$ cat config.mk
export PLATFORM = sky130hd
export DESIGN_NAME = lsu_sequencer
export DESIGN_NICKNAME = d
export VERILOG_FILES = /design/src/rtl/lsu_sequencer.sv
export SDC_FILE = /design/constraint.sdc
export NUM_CORES = 1
export LEC_CHECK = 0
export ABC_AREA = 0
export BUFFER_PORTS_ARGS = -buffer_cell sky130_fd_sc_hd__buf_2
export CAP_MARGIN = 20
export CORE_ASPECT_RATIO = 0.5
export CORE_MARGIN = 10
export CORE_UTILIZATION = 30
export CTS_BUF_LIST = sky130_fd_sc_hd__clkbuf_2 sky130_fd_sc_hd__clkbuf_4 sky130_fd_sc_hd__clkbuf_8
export DETAILED_ROUTE_END_ITERATION = 6
export PLACE_DENSITY = 0.5
export SLEW_MARGIN = 20
export SYNTH_ARGS = -nofsm -noshare
export SYNTH_HDL_FRONTEND = slang
export SYNTH_SLANG_ARGS = --single-unit
$ cat constraint.sdc
create_clock -name i_clk -period 3.3 [get_ports i_clk]
set_input_delay 0.66 -clock i_clk [delete_from_list [all_inputs] [get_ports i_clk]]
set_output_delay 0.66 -clock i_clk [all_outputs]
set_load 0.02 [all_outputs]
$ cat src/rtl/lsu_sequencer.sv
// Load/store sequencer: one request at a time, split into up to two word-aligned bus beats.
// Latency: aligned load 3 cycles, aligned store 2 cycles, rejected request 1 cycle after acceptance.
// Backpressure: o_req_ready only in IDLE; beats are held stable until i_bus_ready.
module lsu_sequencer #(
  parameter bit ALLOW_MISALIGNED = 1'b1
) (
  input  logic        i_clk,
  input  logic        i_rst_n,
  input  logic        i_req_valid,
  output logic        o_req_ready,
  input  logic        i_req_we,
  input  logic [31:0] i_req_addr,
  input  logic [31:0] i_req_wdata,
  input  logic [1:0]  i_req_length,
  input  logic        i_req_signed,
  output logic        o_busy,
  output logic        o_bus_valid,
  input  logic        i_bus_ready,
  output logic [31:0] o_bus_addr,
  output logic [3:0]  o_bus_we,
  output logic [31:0] o_bus_wdata,
  input  logic        i_bus_rvalid,
  input  logic [31:0] i_bus_rdata,
  output logic        o_rsp_valid,
  output logic [31:0] o_rsp_rdata,
  output logic        o_rsp_err
);

  typedef enum logic [2:0] {
    S_IDLE, S_REQ0, S_WAIT0, S_REQ1, S_WAIT1, S_RESP
  } state_t;

  state_t      state_q;
  logic        we_q, signed_q;
  logic [1:0]  off_q, len_q;
  logic [3:0]  hi_mask_q;
  logic [31:0] rd0_q;

  logic        bus_valid_q, rsp_valid_q, rsp_err_q, busy_q, req_ready_q;
  logic [31:0] bus_addr_q, bus_wdata_q, rsp_rdata_q;
  logic [3:0]  bus_we_q;

  logic [3:0]  len_mask_d;
  logic [7:0]  mask_d;
  logic [31:0] wdata_d;
  logic        err_d;
  logic [1:0]  wlane_d;

  logic [31:0] src0_d, merged_d, rot_d, load_res_d;
  logic [1:0]  rlane_d;

  // Request decode: byte mask spanning both beats, lane-rotated store data, error detection.
  always_comb begin
    len_mask_d = 4'b0000;
    wlane_d    = 2'b00;
    wdata_d    = 32'h0;
    case (i_req_length)
      2'b00:   len_mask_d = 4'b0001;
      2'b01:   len_mask_d = 4'b0011;
      2'b10:   len_mask_d = 4'b1111;
      default: len_mask_d = 4'b0000;
    endcase
    mask_d = {4'b0000, len_mask_d} << i_req_addr[1:0];
    for (int i = 0; i < 4; i++) begin
      wlane_d = 2'(i) - i_req_addr[1:0];
      wdata_d[8*i +: 8] = i_req_wdata[8*wlane_d +: 8];
    end
    err_d = (i_req_length == 2'b11) || (!ALLOW_MISALIGNED && (mask_d[7:4] != 4'b0000));
  end

  // Load result: merge beats by lane, rotate the addressed bytes down to bit 0, then mask and extend.
  always_comb begin
    rlane_d  = 2'b00;
    merged_d = 32'h0;
    rot_d    = 32'h0;
    src0_d   = (state_q == S_WAIT1) ? rd0_q : i_bus_rdata;
    for (int i = 0; i < 4; i++) begin
      merged_d[8*i +: 8] = (2'(i) >= off_q) ? src0_d[8*i +: 8] : i_bus_rdata[8*i +: 8];
    end
    for (int i = 0; i < 4; i++) begin
      rlane_d = 2'(i) + off_q;
      rot_d[8*i +: 8] = merged_d[8*rlane_d +: 8];
    end
    case (len_q)
      2'b00:   load_res_d = {{24{signed_q & rot_d[7]}}, rot_d[7:0]};
      2'b01:   load_res_d = {{16{signed_q & rot_d[15]}}, rot_d[15:0]};
      default: load_res_d = rot_d;
    endcase
  end

  // Sequencer FSM with all outputs registered.
  always_ff @(posedge i_clk) begin
    if (!i_rst_n) begin
      state_q     <= S_IDLE;
      we_q        <= 1'b0;
      signed_q    <= 1'b0;
      off_q       <= 2'b00;
      len_q       <= 2'b00;
      hi_mask_q   <= 4'b0000;
      rd0_q       <= 32'h0;
      bus_valid_q <= 1'b0;
      bus_addr_q  <= 32'h0;
      bus_we_q    <= 4'b0000;
      bus_wdata_q <= 32'h0;
      rsp_valid_q <= 1'b0;
      rsp_rdata_q <= 32'h0;
      rsp_err_q   <= 1'b0;
      busy_q      <= 1'b0;
      req_ready_q <= 1'b1;
    end else begin
      case (state_q)
        S_IDLE: begin
          if (i_req_valid) begin
            we_q        <= i_req_we;
            signed_q    <= i_req_signed;
            off_q       <= i_req_addr[1:0];
            len_q       <= i_req_length;
            hi_mask_q   <= mask_d[7:4];
            busy_q      <= 1'b1;
            req_ready_q <= 1'b0;
            if (err_d) begin
              state_q     <= S_RESP;
              rsp_valid_q <= 1'b1;
              rsp_err_q   <= 1'b1;
              rsp_rdata_q <= 32'h0;
            end else begin
              state_q     <= S_REQ0;
              bus_valid_q <= 1'b1;
              bus_addr_q  <= {i_req_addr[31:2], 2'b00};
              bus_we_q    <= i_req_we ? mask_d[3:0] : 4'b0000;
              bus_wdata_q <= wdata_d;
            end
          end
        end
        S_REQ0: begin
          if (i_bus_ready) begin
            if (we_q && (hi_mask_q != 4'b0000)) begin
              // Second store beat reuses the same rotated data word.
              state_q    <= S_REQ1;
              bus_addr_q <= bus_addr_q + 32'd4;
              bus_we_q   <= hi_mask_q;
            end else if (we_q) begin
              state_q     <= S_RESP;
              bus_valid_q <= 1'b0;
              bus_we_q    <= 4'b0000;
              rsp_valid_q <= 1'b1;
              rsp_rdata_q <= 32'h0;
            end else begin
              state_q     <= S_WAIT0;
              bus_valid_q <= 1'b0;
            end
          end
        end
        S_WAIT0: begin
          if (i_bus_rvalid) begin
            if (hi_mask_q != 4'b0000) begin
              rd0_q       <= i_bus_rdata;
              state_q     <= S_REQ1;
              bus_valid_q <= 1'b1;
              bus_addr_q  <= bus_addr_q + 32'd4;
            end else begin
              state_q     <= S_RESP;
              rsp_valid_q <= 1'b1;
              rsp_rdata_q <= load_res_d;
            end
          end
        end
        S_REQ1: begin
          if (i_bus_ready) begin
            bus_valid_q <= 1'b0;
            bus_we_q    <= 4'b0000;
            if (we_q) begin
              state_q     <= S_RESP;
              rsp_valid_q <= 1'b1;
              rsp_rdata_q <= 32'h0;
            end else begin
              state_q <= S_WAIT1;
            end
          end
        end
        S_WAIT1: begin
          if (i_bus_rvalid) begin
            state_q     <= S_RESP;
            rsp_valid_q <= 1'b1;
            rsp_rdata_q <= load_res_d;
          end
        end
        default: begin
          state_q     <= S_IDLE;
          rsp_valid_q <= 1'b0;
          rsp_rdata_q <= 32'h0;
          rsp_err_q   <= 1'b0;
          busy_q      <= 1'b0;
          req_ready_q <= 1'b1;
        end
      endcase
    end
  end

  assign o_req_ready = req_ready_q;
  assign o_busy      = busy_q;
  assign o_bus_valid = bus_valid_q;
  assign o_bus_addr  = bus_addr_q;
  assign o_bus_we    = bus_we_q;
  assign o_bus_wdata = bus_wdata_q;
  assign o_rsp_valid = rsp_valid_q;
  assign o_rsp_rdata = rsp_rdata_q;
  assign o_rsp_err   = rsp_err_q;

endmodule

# --- Word level (Yosys, flattened, before mapping) ---
# Index checks and enable logic that the tools add are counted.
totals:
  reg_bits: 150
  latchBits: 0
  mem_bits_rw: 0
  rom_bits: 0
  in_bits: 105
  out_inout_bits: 105
  elab_cells: 146
  memories: 0
op_classes:
  addsub: 8
  mul: 0
  n_div: 0
  n_lt_le_gt_ge: 4
  eq_ne: 20
  shift: 9
  muxes: 66
  bitwise: 4
  n_reduce_logical: 19
op_table:
  columns: ["operator", "count"]
  rows:
  - ["$mux 32", 16]
  - ["$shiftx 32x6->8", 8]
  - ["$pmux 32 s5", 1]
  - ["$pmux 32 s3", 1]
  - ["$pmux 32 s2", 1]
  - ["$add 32x3->32 const B", 1]
  - ["$mux 8", 4]
  - ["$mux 4", 7]
  - ["$mux 3", 9]
  - ["$pmux 4 s3", 2]
  - ["$ne 2x2->1 const B", 11]
  - ["$mux 1", 19]
  - ["$reduce_and 8->1", 2]
  - ["$pmux 3 s5", 1]
  - ["$reduce_and 3->1", 3]
  - ["$reduce_bool 4->1", 2]
  - ["$shl 4x2->8", 1]
  - ["$reduce_and 7->1", 1]
  - ["$eq 3x2->1 const B", 2]
  - ["$pmux 1 s2", 3]
  - ["$reduce_and 6->1", 1]
  - ["$reduce_bool 3->1", 2]
  - ["$pmux 1 s5", 1]
  - ["$reduce_and 5->1", 1]
  - ["19 further kinds", 30]

# --- Longest topological paths before layout ---
# Gate-level depths: netlist of run 1.
logic_depth:
  depth_word: 9
  mapped_depth: 12
  ltp_nobuf: 8

# --- Least setup slack after synthesis of run 1 ---
# Ideal clock, no wire load.
synth_path:
  kind: "reg-to-reg"
  from: "register off_q[0]"
  to: "register rsp_rdata_q[23], in the netlist o_rsp_rdata[23]"
  setup_ps: 68
  arrival_ps: 2903
  slack_ps: 329
  path_stages_with_launch: 13
  path_buffers: 4
  synth_period_minus_slack_ps: 2971
  cell_sequence: "dfxtp_1 -> buf_1 -> inv_1 -> clkbuf_1 -> ha_1 -> and4bb_1 -> buf_4 -> mux2i_1 -> a221oi_2 -> o211ai_2 -> a211o_4 -> buf_6 -> o2bb2ai_2"
synth_between:
  elab_chain_len: 8
  word_cells_on_any_way: 20
synth_rtl:
  columns: ["element", "line", "text"]
  rows:
  - ["start, declared", "35", "logic [1:0] off_q, len_q;"]
  - ["start signal, assigned", "116", "off_q <= i_req_addr[1:0];"]
  - ["$ge 1x2->1 / $ge 2x2->1 (equally long branches)", "78", "merged_d[8*i +: 8] = (2'(i) >= off_q) ? src0_d[8*i +: 8] : i_bus_rdata[8*i +: 8];"]
  - ["$mux 8", "78", null]
  - ["$shiftx 32x6->8", "82", "rot_d[8*i +: 8] = merged_d[8*rlane_d +: 8];"]
  - ["$and 1x1->1 (on tied branches)", "86, 85", null]
  - ["$pmux 32 s2 (*)", "84", "case (len_q)"]
  - ["$mux 32", "156", "if (hi_mask_q != 4'b0000) begin"]
  - ["$mux 32", "155", "if (i_bus_rvalid) begin"]
  - ["$pmux 32 s5 (*)", "111", "case (state_q)"]
  - ["end signal, assigned", "164", "rsp_rdata_q <= load_res_d;"]
  - ["end signal, assigned", "185", "rsp_rdata_q <= load_res_d;"]
  - ["end, declared", "40", "logic [31:0] bus_addr_q, bus_wdata_q, rsp_rdata_q;"]
# Every way passes the cells marked *; elsewhere a longest branch is shown, timed or not. The select of a mux whose other input is x is not followed.
# A chain may end at the register's enable or synchronous reset.

# --- Worst setup path in the final report of run 1 ---
layout_path:
  from: "register state_q[1]"
  to: "register rsp_rdata_q[18], in the netlist o_rsp_rdata[18]"
layout_between:
  elab_chain_len: 9
  word_cells_on_any_way: 29
layout_rtl:
  columns: ["element", "line", "text"]
  rows:
  - ["start, declared", "33", "state_t state_q;"]
  - ["start signal, assigned", "94", "state_q <= S_IDLE;"]
  - ["start signal, assigned", "122", "state_q <= S_RESP;"]
  - ["start signal, assigned", "127", "state_q <= S_REQ0;"]
  - ["$eq 3x3->1", "76, 111", null]
  - ["$mux 32", "76", "src0_d = (state_q == S_WAIT1) ? rd0_q : i_bus_rdata;"]
  - ["$mux 8", "78", null]
  - ["$shiftx 32x6->8", "82", null]
  - ["$and 1x1->1 (on tied branches)", "86, 85", null]
  - ["$pmux 32 s2", "84", null]
  - ["$mux 32", "156", null]
  - ["$mux 32", "155", null]
  - ["$pmux 32 s5", "111", null]
# Parallel ways exist; a longest one is shown, timed or not. The select of a mux whose other input is x is not followed.

==> summary.md, run 1 <==
| Metric | Value |
|---|---|
| DP Cell Count | `1526` |
| PD cells | `580 nW/um^2` |
| Post-route setup slack | `between 500 and 600 ps` |
| CTS tree | `yes` |
| Mean Syn Cell Area | `between 8 and 9 sq um` |
| Nets | `around 1300` |
| Final worst-path cycle share | `0.845` |
| GR Util met3 | `0.0300` |
| Largest net degree at the start of global routing | `101` |
| Type of the worst min-delay path | `input pin to register` |
| Synth top cells by count | `147 x dfxtp_1, 133 x nor2_1, 107 x nand2_1` |
| Fin. Hold Viols | `0` |
| Root buffer cell | `clkbuf_8` |
| Leakage | `around 0.0044 uW` |
| Critical Path AT | `3210 ps` |
| Main synth FF type | `dfxtp_1` |
| Crit path cell chain | `or3b_1 > buf_4 > o21ai_0 > a221oi_2 > o211ai_2 > a211o_4 > o2bb2ai_1` |
| H-Tree Depth | `4` |
| Reg area | `around 2900 sq um` |
| IO buf count | `207` |
| Pre-CTS setup slack | `between 500 and 600 ps` |
| Num CTS Buffers | `17` |
| GRT busiest layer | `met2` |
| Worst slew pin tran | `806 ps` |
| Worst-case clock buffer depth | `2` |
| Vias/cell | `5.17` |
| Area leader, netlist | `dfxtp_1` |
| Critical Path Source Type | `register` |
| Final setup vio count | `0` |
| Site Rows | `43` |
| Global Route met2 Usage | `0.287` |
| Synth area leaders | `dfxtp_1 35%, mux2i_1 9.8%, nor2_1 5.9%, a21oi_1 5.8%, nand2_1 4.8%` |
| Drt first pass iters | `6` |
| Share of the synthesized area in the top cell type | `0.350` |
| Critical Path End Type | `register` |
| DRC viols | `0` |
| GRT overflow | `0` |
| Die height | `138 microns` |
| Drt total wl | `28800 microns` |
| Multi-input gate area | `5040 sq um` |
| CP required | `3720 ps` |
| Die width | `between 200 and 300 microns` |
| Worst Skew | `13.6 ps` |
| Iter 0 DRT Violations | `~470` |
| Max Fclk | `approximately 360 MHz` |
| Post-DP HPWL | `21300 microns` |
| Share of cells above drive strength 1 | `0.294` |
| Max Cap Violations | `0` |
| Setup TNS | `0 ps` |
| Async set or reset register ratio after synthesis | `0` |
| First-pass GRT wire length | `45300 microns` |
| Xor and xnor area share after synthesis | `0.00208` |
| Area growth, synth to finish | `21.6%` |
| CP Max Fanout | `22` |
| Post-route insts no fill | `1561` |
| Sinks on Clock Net | `147` |
| Post-cts sizing count | `0` |
| Largest family of logic cells by synthesized area | `compound AO/OA/AOI/OAI gates` |
| Skew-Pair Late Insertion Delay | `490 ps` |
| Routed vias | `8065` |
| Post-route ant nets | `0` |
| Total I/O pin count | `210` |
| Register area share after synthesis | `0.350` |
| Starting Density | `0.304` |
| Tmin final | `2790 ps` |
| Placer Congestion | `between 0.8 and 0.9` |
| RSZ-0062 raised after global routing | `false` |
| Synth Instances | `993` |
| Fillers | `2892` |
| Worst vdd ir | `0.197 mV` |
| Post-Synth Simple-Gate Area | `0.182` |
| Post-CTS Setup Inserts | `0` |
| Setup CP Type | `register to register` |
| Status | `complete, no violations` |
| Vias in the first global route | `about 8000` |
| Post-synthesis compound-gate area fraction | `0.227` |
| Post-synthesis mux area share | `0.175` |
| Met1 GRT Util | `0.183` |
| Post-Syn Area | `8400 sq um` |
| Unique masters post-synth | `67` |
| Number of synthesized flops with an enable pin | `0` |
| Gr usage total | `0.158` |
| Post-Synth Adder-Cell Area | `0.00893` |
| Synth warnings | `0` |
| Register bit total from synthesis | `147` |
| Max-slew violations | `0` |
| Util after Layout | `0.370` |
| Initial antenna violation count | `3` |
| Reg clk slew, reported paths | `90 ps` |
| Worst-path cell with the longest stage delay | `dfxtp_1` |
| Hold buffers post-CTS | `0` |
| Routed WL per cell | `18.4 microns` |
| Die ar. | `35500 sq um` |
| Crit path largest cell delay | `630 ps` |
| Core ar. | `around 28000 sq um` |
| Relative slew slack | `0.463` |
| Most numerous cell in the Yosys netlist | `dfxtp_1` |
-- area by class of cell --
cell class | count | share of cell area
timing repair buffer | 238 | 0.127
clock buffer | 20 | 0.0269
multi-input combinational | 745 | 0.493
antenna | 3 | 0.000734
clock inverter | 12 | 0.0126
tap | 382 | 0.0468
inverter | 14 | 0.00526
sequential | 147 | 0.288
-- registers in the layout (all words and copies together) (netlist names), 2 cells and up --
name / cells
hi_mask_q: 3
rd0_q: 32
o_rsp_rdata: 32
o_bus_we: 4
o_bus_addr: 30
len_q: 2
o_bus_wdata: 32
off_q: 2
state_q: 3
-- per-layer routing --
layer | up-vias | part of all wire
li1 | 3991 | -
met4 | 0 | 0.020
met3 | 27 | 0.028
met5 | - | 0
met1 | 3898 | 0.43
met2 | 149 | 0.52
-- kinds of logic after synthesis --
kind of cell / Yosys count
xor gates and xnor gates: 2
adders and majority gates: 6
AOI/OAI and AO/OA: 278
DFF: 147
muxes: 124
and+or+nand+nor: 333
other: 1
buffers and inverters: 102
-- through the flow --
| stage | power [uW] | area (sq um) | hold slack, ps |
|---|---|---|---|
| 2_1_floorplan | 3780 | 8410 | 462 |
| 3_3_place_gp | 4460 | 9810 | 436 |
| 3_5_place_dp | 4490 | 9810 | 447 |
| 4_1_cts | 6000 | 10200 | 381 |
| 5_1_grt | 6320 | 10200 | 396 |
| 6_report | 5930 | 10200 | 424 |
-- cells in the final DEF (no fill, tap or decap), types with 17 or more instances in the layout --
cell,Yosys,routed
mux2_2,26,26
a21oi_1,97,97
a22oi_1,17,17
nand3_1,18,18
dfxtp_1,147,147
nand2_1,107,106
o22ai_1,22,22
o21ai_0,29,29
buf_2,8,207
mux2i_1,82,82
clkbuf_8,0,20
buf_4,3,29
nor2_1,133,132
-- critical path, delay by kind of cell, from the launching register on --
kind	cells	cell delay (ps)
buf+inv	1	300
simple gates	1	290
compound gates	5	1500
flops	1	630
-- where the power goes --
part | total, uW | internal [uW] | leakage (uW) | switching (uW)
Combinational | 2270 | 850 | 0.00298 | 1420
Sequential | 2180 | 1970 | 0.00120 | 205
Clock | 1490 | 730 | 0.000201 | 756
Total | 5930 | 3550 | 0.00438 | 2380
-- path summary, 6_finish.rpt --
kind	cells past startpoint	to	start	slack (ps)
worst max register to register	7	o_rsp_rdata[18]	state_q[1]	510
worst min register to register	2	o_bus_wdata[0]	o_bus_wdata[0]	450
worst max-delay path	7	o_rsp_rdata[18]	state_q[1]	510
worst min-delay path	3	rd0_q[6]	i_bus_rdata[6]	420
(Power assumes the default switching activity.)
==> inputs of run 2 (changes only) <==
--- a/config.mk
+++ b/config.mk
@@ -5,7 +5,7 @@
 export SDC_FILE = /design/constraint.sdc
 export NUM_CORES = 1
 export LEC_CHECK = 0
-export ABC_AREA = 0
+export ABC_AREA = 1
 export BUFFER_PORTS_ARGS = -buffer_cell sky130_fd_sc_hd__buf_2
 export CAP_MARGIN = 20
 export CORE_ASPECT_RATIO = 0.5
==> constraint.sdc (replaced) <==
create_clock -name i_clk -period 2.8 [get_ports i_clk]
set_input_delay 0.56 -clock i_clk [delete_from_list [all_inputs] [get_ports i_clk]]
set_output_delay 0.56 -clock i_clk [all_outputs]
set_load 0.02 [all_outputs]
==> run 2 against run 1 <==
Sequential share of layout area is 1.5 points lower. Clock-buffer cell count stayed put. Non-clock buffer count is 1 lower. Critical path depth is 3 higher. Sequential power is 41% higher. Core utilization is 0.16 points lower. Power is 72% higher. First-iteration DRC count is 74% higher. Combinational power is 130% higher. Global-route usage is 1.6 points higher. Largest power group unchanged. Highest routed layer unchanged.
==> summary.md, run 2 <==
| Metric | Value |
|---|---|
| Status | `complete, no violations` |
| Cell Area, Placed | `10400 sq um (+5.8%)` |
| Share of the synthesized area in the top cell type | `0.325 (-0.0248)` |
| Final worst-path cycle share | `0.836 (-0.00950)` |
| Max Cap Violations | `0 (unchanged)` |
| Post-Syn Area | `9040 sq um (+7.6%)` |
| Worst slew pin tran | `1010 ps (+206 ps)` |
| Main synth FF type | `dfxtp_1` |
| Vias/cell | `4.94 (-4.4%)` |
| Core ar. | `29300 sq um (+6.1%)` |
| Max Fclk | `427 MHz (+19%)` |
| Synth warnings | `0 (unchanged)` |
| Design Area, Final | `10800 sq um (+5.7%)` |
| Leakage | `0.00492 uW (+12%)` |
| Critical Path Source Type | `register` |
| Worst vdd ir | `0.433 mV (+120%)` |
| Die ar. | `37900 sq um (+6.7%)` |
| IO buf count | `207 (unchanged)` |
| Critical Path End Type | `register` |
| Fin. Hold Viols | `0 (unchanged)` |
| Fillers | `3240 (+12%)` |
| Setup CP Type | `register to register` |
| Final setup vio count | `0 (unchanged)` |
| Reg clk slew, reported paths | `80 ps (about the same)` |
| Worst reg2reg path startpoint | `state_q[2]` |
| Vias in the first global route | `9461 (+18%)` |
| Max-slew violations | `0 (unchanged)` |
| Async set or reset register ratio after synthesis | `0 (unchanged)` |
| Nets | `1733 (+36%)` |
| H-Tree Depth | `4 (unchanged)` |
| Tmin final | `2340 ps (-449 ps)` |
| Gr usage total | `0.174 (+0.0156)` |
| Area leader, netlist | `dfxtp_1` |
| Worst-case clock buffer depth | `2 (unchanged)` |
| Sinks on Clock Net | `147 (unchanged)` |
| Iter 0 DRT Violations | `819 (+74%)` |
| Area growth, synth to finish | `19.4%` |
| HP Start | `i_bus_rdata[12]` |
| Number of synthesized flops with an enable pin | `0 (unchanged)` |
| Synth area leaders | `dfxtp_1 33%, nand2_1 14%, nor2_1 9.5%, nand3_1 8.5%, o21ai_0 7.1%` |
| Commonest non-fill, non-tap cell in the layout | `nand2_1` |
| Critical Path AT | `2760 ps (-450 ps)` |
| Most frequent cells in the layout | `342 x nand2_1, 229 x nor2_1, 207 x buf_2` |
| Post-CTS Setup Inserts | `0 (unchanged)` |
| Post-route setup slack | `459 ps (-50.7 ps)` |
| Drt first pass iters | `5 (-1)` |
| Skew-Pair Late Insertion Delay | `500 ps (about the same)` |
| Critical path origin | `state_q[2]` |
| Unique masters post-synth | `46 (-31%)` |
| Largest net degree at the start of global routing | `67 (-34%)` |
| Relative slew slack | `0.325 (-0.138)` |
| Die height | `143 microns (+3.2%)` |
| Worst Skew | `26.2 ps (+12.6 ps)` |
| Total I/O pin count | `210 (unchanged)` |
| Pre-CTS setup slack | `443 ps (-73.0 ps)` |
| Antenna diodes | `0 (-3)` |
| Util after Layout | `0.368 (-0.00158)` |
| Post-DP HPWL | `26600 microns (+25%)` |
| PD cells | `945 nW/um^2 (+63%)` |
| Most numerous cell in the Yosys netlist | `nand2_1` |
| CP required | `3220 ps (-500 ps)` |
| Register area share after synthesis | `0.325 (-0.0248)` |
| Starting Density | `0.308 (+0.00430)` |
| Routed WL per cell | `16.8 microns (-9.0%)` |
| Synth Instances | `1453 (+46%)` |
| Drt total wl | `34000 microns (+18%)` |
| DRC viols | `0 (unchanged)` |
| Post-cts sizing count | `0 (unchanged)` |
| Power, Total | `10200 uW (+72%)` |
| Share of cells above drive strength 1 | `0.204 (-0.0905)` |
| Root buffer cell | `clkbuf_8` |
| Mean Syn Cell Area | `6.22 sq um (-26%)` |
| Routed vias | `10000 (+24%)` |
| Synth top cells by count | `343 x nand2_1, 229 x nor2_1, 153 x nand3_1` |
| GRT overflow | `0 (unchanged)` |
| Placer Congestion | `0.936 (+8.8%)` |
| Register bit total from synthesis | `147 (unchanged)` |
| CTS tree | `yes` |
| Initial antenna violation count | `0 (-3)` |
| Die width | `266 microns (+3.4%)` |
| First-pass GRT wire length | `52600 microns (+16%)` |
| Num CTS Buffers | `17 (unchanged)` |
| Type of the worst min-delay path | `input pin to register` |
| Post-route ant nets | `0 (unchanged)` |
| Site Rows | `44 (+2.3%)` |
| Hold buffers post-CTS | `0 (unchanged)` |
| RSZ-0062 raised after global routing | `false` |
| CP Max Fanout | `13 (-41%)` |
| Setup TNS | `0 ps (unchanged)` |
[run 2: cell types whose count changed after synthesis, sizes merged, moves of 17 or more]
cell   previous run  this run
o22ai            22         4
nand3            18       163
a22oi            17         0
inv              14       112
o21ai            29       130
nor4             17         0
nand2           107       363
nand4             6        30
mux2i            82         0
nor2            133       236
mux2             26         0
[run 2: power breakdown]
group	switching, uW	internal (uW)
clock	896	923
sequential	508	2570
combinational	3690	1620
[run 2: kinds of logic (layout without fill, tap and decap cells)]
group                    count (synthesis)  after routing  share of synthesized area
AND/OR/NAND/NOR                        817            817                      0.397
AO/OA/AOI/OAI                          272            272                      0.167
buffers and inverters                  204            385                     0.0955
flip-flops                             147            147                      0.325
adder cells (fa/ha/maj)                  6              6                    0.00830
XOR/XNOR                                 6              6                    0.00581
other                                    1              2                   0.000415
[run 2: critical path, stage by stage (launching register included)]
cell and delay, ps:
dfxtp_1 600, inv_2 130, nand2_2 140, nor2_2 80, nand3_1 150, nand2_1 120
nor2_2 190, nand4_2 340, nor3_1 350, nor2_1 70, nor2_1 100
[run 2: final cells by class]
cell class	instances	area, sq um	area share
flip-flops and latches	147	2940	0.273
multi-input cells	1103	5250	0.486
inverters	116	438	0.0406
repair buffers	237	1260	0.117
well taps	391	489	0.0453
clock buffers	20	263	0.0243
clock inverters	12	155	0.0144
[run 2: path summary, 6_finish.rpt]
kind / slack [ps] / to / cells after the start
worst max-delay path: 460 / o_rsp_rdata[3] / 10
worst min-delay path: 310 / rd0_q[12] / 3
worst max register to register: 460 / o_rsp_rdata[3] / 10
worst min register to register: 460 / o_bus_valid / 2
[run 2: layer usage]
layer	wire length, microns	GRT usage	vias up	part of all wire
met3	2090	0.0413	29	0.061
met5	0	0	-	0
met4	415	0.0373	0	0.012
li1	-	-	5098	-
met2	16100	0.290	275	0.47
met1	15400	0.225	4607	0.45
[run 2: through the flow]
| step | hold slack [ps] | cells |
|---|---|---|
| 6_report | 311 | 2026 |
| 5_1_grt | 270 | 2026 |
| 2_1_floorplan | 445 | 1454 |
| 3_3_place_gp | 427 | 1994 |
| 3_5_place_dp | 447 | 1994 |
| 4_1_cts | 272 | 2026 |
==> inputs of run 3 (changes only) <==
--- a/config.mk
+++ b/config.mk
@@ -13,7 +13,7 @@
 export CORE_UTILIZATION = 30
 export CTS_BUF_LIST = sky130_fd_sc_hd__clkbuf_2 sky130_fd_sc_hd__clkbuf_4 sky130_fd_sc_hd__clkbuf_8
 export DETAILED_ROUTE_END_ITERATION = 6
-export PLACE_DENSITY = 0.5
+export PLACE_DENSITY = 0.51
 export SLEW_MARGIN = 20
 export SYNTH_ARGS = -nofsm -noshare
 export SYNTH_HDL_FRONTEND = slang
==> constraint.sdc (replaced) <==
create_clock -name i_clk -period 2 [get_ports i_clk]
set_input_delay 0.4 -clock i_clk [delete_from_list [all_inputs] [get_ports i_clk]]
set_output_delay 0.4 -clock i_clk [all_outputs]
set_load 0.02 [all_outputs]
==> run 3 against run 2 <==
Register-to-register slack lost 310 ps. Critical path depth rose by 2. Die area unchanged. Cell count increased by 2.1%. Fmax up 27%. Clock power is 29% higher. Power grew 49%. Clock skew is 9.2 ps lower. Combinational power is 62% higher. Core utilization increased by 2.1 points. Largest cell class unchanged. Highest routed layer unchanged.
==> summary.md, run 3 (same netlist as run 2, synthesis figures left out) <==
| Metric | Value |
|---|---|
| Status | `complete, no violations` |
| IO buf count | `207 (unchanged)` |
| HP Start | `i_bus_rdata[10]` |
| H-Tree Depth | `4 (unchanged)` |
| Reg2reg path depth | `12 (+2)` |
| Iter 0 DRT Violations | `971 (+19%)` |
| GRT overflow | `0 (unchanged)` |
| CTS tree | `yes` |
| Core ar. | `29300 sq um (unchanged)` |
| Die ar. | `37900 sq um (unchanged)` |
| Switching share of power | `0.490 (-0.00864)` |
| Drt total wl | `34700 microns (+2.3%)` |
| Reg clk slew, reported paths | `90 ps (about the same)` |
| Skew-Pair Late Insertion Delay | `490 ps (about the same)` |
| PD cells | `1330 nW/um^2 (+41%)` |
| CP Max Fanout | `11 (-2)` |
| Total I/O pin count | `210 (unchanged)` |
| Routed WL per cell | `16.8 microns (+0.18%)` |
| Most frequent cells in the layout | `340 x nand2_1, 227 x nor2_1, 207 x buf_2` |
| First-pass GRT wire length | `52200 microns (-0.81%)` |
| Setup CP Type | `register to register` |
| Worst vdd ir | `0.564 mV (+30%)` |
| Initial antenna violation count | `1 (+1)` |
| Fin. Hold Viols | `0 (unchanged)` |
| R2r endpoint | `o_rsp_rdata[11]` |
| Crit path largest cell delay | `360 ps (-240 ps)` |
| R2R Setup Slk | `150 ps (-310 ps)` |
| Routed vias | `10200 (+1.5%)` |
| Starting Density | `0.308 (unchanged)` |
| Largest net degree at the start of global routing | `67 (unchanged)` |
| Tmin final | `1850 ps (-492 ps)` |
| Worst reg2reg path startpoint | `state_q[0]` |
| Flop pwr share | `0.279 (-0.023)` |
| Crit path cell chain | `nor2_4 > buf_12 > buf_4 > nand4_1 > nand3_1 > nand2_1 > nand2_1 > nand2_1 > o21ai_1 > buf_4 > nand2_1 > a21oi_1` |
| Commonest non-fill, non-tap cell in the layout | `nand2_1` |
| Root buffer cell | `clkbuf_8` |
| Setup TNS | `0 ps (unchanged)` |
| Cell Area, Placed | `10800 sq um (+4.2%)` |
| Share of cells above drive strength 1 | `0.233 (+0.0296)` |
| Nets | `1776 (+2.5%)` |
| Worst-path cell with the longest stage delay | `dfxtp_2` |
| Leakage | `0.00522 uW (+6.1%)` |
| Area growth, synth to finish | `26.2%` |
| Fillers | `3317 (+2.4%)` |
| CP required | `2420 ps (-800 ps)` |
| Type of the worst min-delay path | `input pin to register` |
| Num CTS Buffers | `17 (unchanged)` |
| Critical Path Source Type | `register` |
| Critical Path End Type | `register` |
| Vias in the first global route | `9391 (-0.74%)` |
| Gr usage total | `0.172 (-0.00183)` |
| WHS Endpoint | `rd0_q[10]` |
| Critical Path AT | `2270 ps (-490 ps)` |
| DRC viols | `0 (unchanged)` |
| Site Rows | `44 (unchanged)` |
| RSZ-0062 raised after global routing | `false` |
| Sw power | `7440 uW (+46%)` |
| Multi-input gate area | `5340 sq um (+1.8%)` |
| Post-route ant nets | `0 (unchanged)` |
| Clk pwr share | `0.155 (-0.023)` |
| Sinks on Clock Net | `147 (unchanged)` |
| Reg area | `2960 sq um (+0.43%)` |
| Drt first pass iters | `5 (unchanged)` |
| Crit path top cell by count | `nand2_1` |
| Max-slew violations | `0 (unchanged)` |
| Post-DP HPWL | `26100 microns (-2.0%)` |
| Vias/cell | `4.91 (-0.54%)` |
| Placer Congestion | `0.928 (-0.86%)` |
| Design Area, Final | `11400 sq um (+5.7%)` |
| Comb power frac | `0.566 (+0.046)` |
| Max Fclk | `541 MHz (+27%)` |
| Final worst-path cycle share | `0.924 (+0.0882)` |
| Internal power | `7730 uW (+51%)` |
| Hold Path Stages | `3 (unchanged)` |
| Worst Skew | `16.9 ps (-9.23 ps)` |
| Worst-case clock buffer depth | `2 (unchanged)` |
| Final setup vio count | `0 (unchanged)` |
| Die width | `266 microns (unchanged)` |
| Max Cap Violations | `0 (unchanged)` |
| Die height | `143 microns (unchanged)` |
run 3: changes by cell type in the layout (fill, tap and decap cells not counted), sizes merged, moves of 2 or more:
| cell | change |
|---|---|
| buf | +39 |
| clkinvlp | -2 |
| clkbuf | +4 |
| bufinv | -2 |
run 3: through the flow:
stage / util / setup WS (ps) / std cells / hold slack (ps) / total power, uW
2_1_floorplan: - / 15.7 / 1454 / 445 / 9570
3_3_place_gp: 0.369 / 66.4 / 2026 / 434 / 12400
3_5_place_dp: 0.369 / 7.70 / 2026 / 432 / 12400
4_1_cts: 0.381 / 0.715 / 2056 / 113 / 14700
5_1_grt: 0.389 / 6.46 / 2068 / 142 / 16200
6_report: 0.389 / 152 / 2068 / 148 / 15200
run 3: cell type report:
class	count	share of cell area
clock inverter	9	0.00713
sequential	147	0.259
antenna	1	0.000219
inverter	116	0.0390
clock buffer	21	0.0253
timing repair buffer	279	0.158
tap	391	0.0429
multi-input combinational	1104	0.468
run 3: worst max path at each step:
stage,from,endpoint,slack (ps),cells past startpoint
after CTS,state_q[0],o_rsp_rdata[21],0.7,11
after global placement,i_req_length[0],o_rsp_rdata[31],70,10
after floorplan,off_q[0],o_rsp_rdata[23],20,14
after global routing,o_bus_addr[2],o_bus_addr[18],6,11
final,state_q[0],o_rsp_rdata[11],150,12
after detailed placement,state_q[0],o_rsp_rdata[17],8,11
run 3: power by group through the flow:
stage | clock (uW) | sequential, uW | combinational [uW]
after floorplan | 0 | 4830 | 4740
after global placement | 0 | 4260 | 8140
after detailed placement | 0 | 4260 | 8100
after CTS | 2410 | 4200 | 8130
after global routing | 2510 | 4320 | 9410
final | 2350 | 4230 | 8580
run 3: critical path, delay by kind of cell (launching register included):
family                 cells  cell delay, ps
AND/OR/NAND/NOR            7             690
buffers and inverters      3             460
flip-flops                 1             360
AO/OA/AOI/OAI              2             260
run 3: repair_timing:
action	4_1_cts	5_1_grt
buffers inserted	0	7
hold buffers	0	0
endpoints found under the setup margin	2	27
gates resized for setup	0	26
gates cloned	0	4
pin swaps	1	7
run 3: layer usage:
metal / global-route usage / wire length (microns) / up-vias
li1: - / - / 5210
met1: 0.219 / 15600 / 4654
met2: 0.287 / 16500 / 262
met5: 0 / 0 / -
met3: 0.0430 / 2070 / 35
met4: 0.0433 / 591 / 0
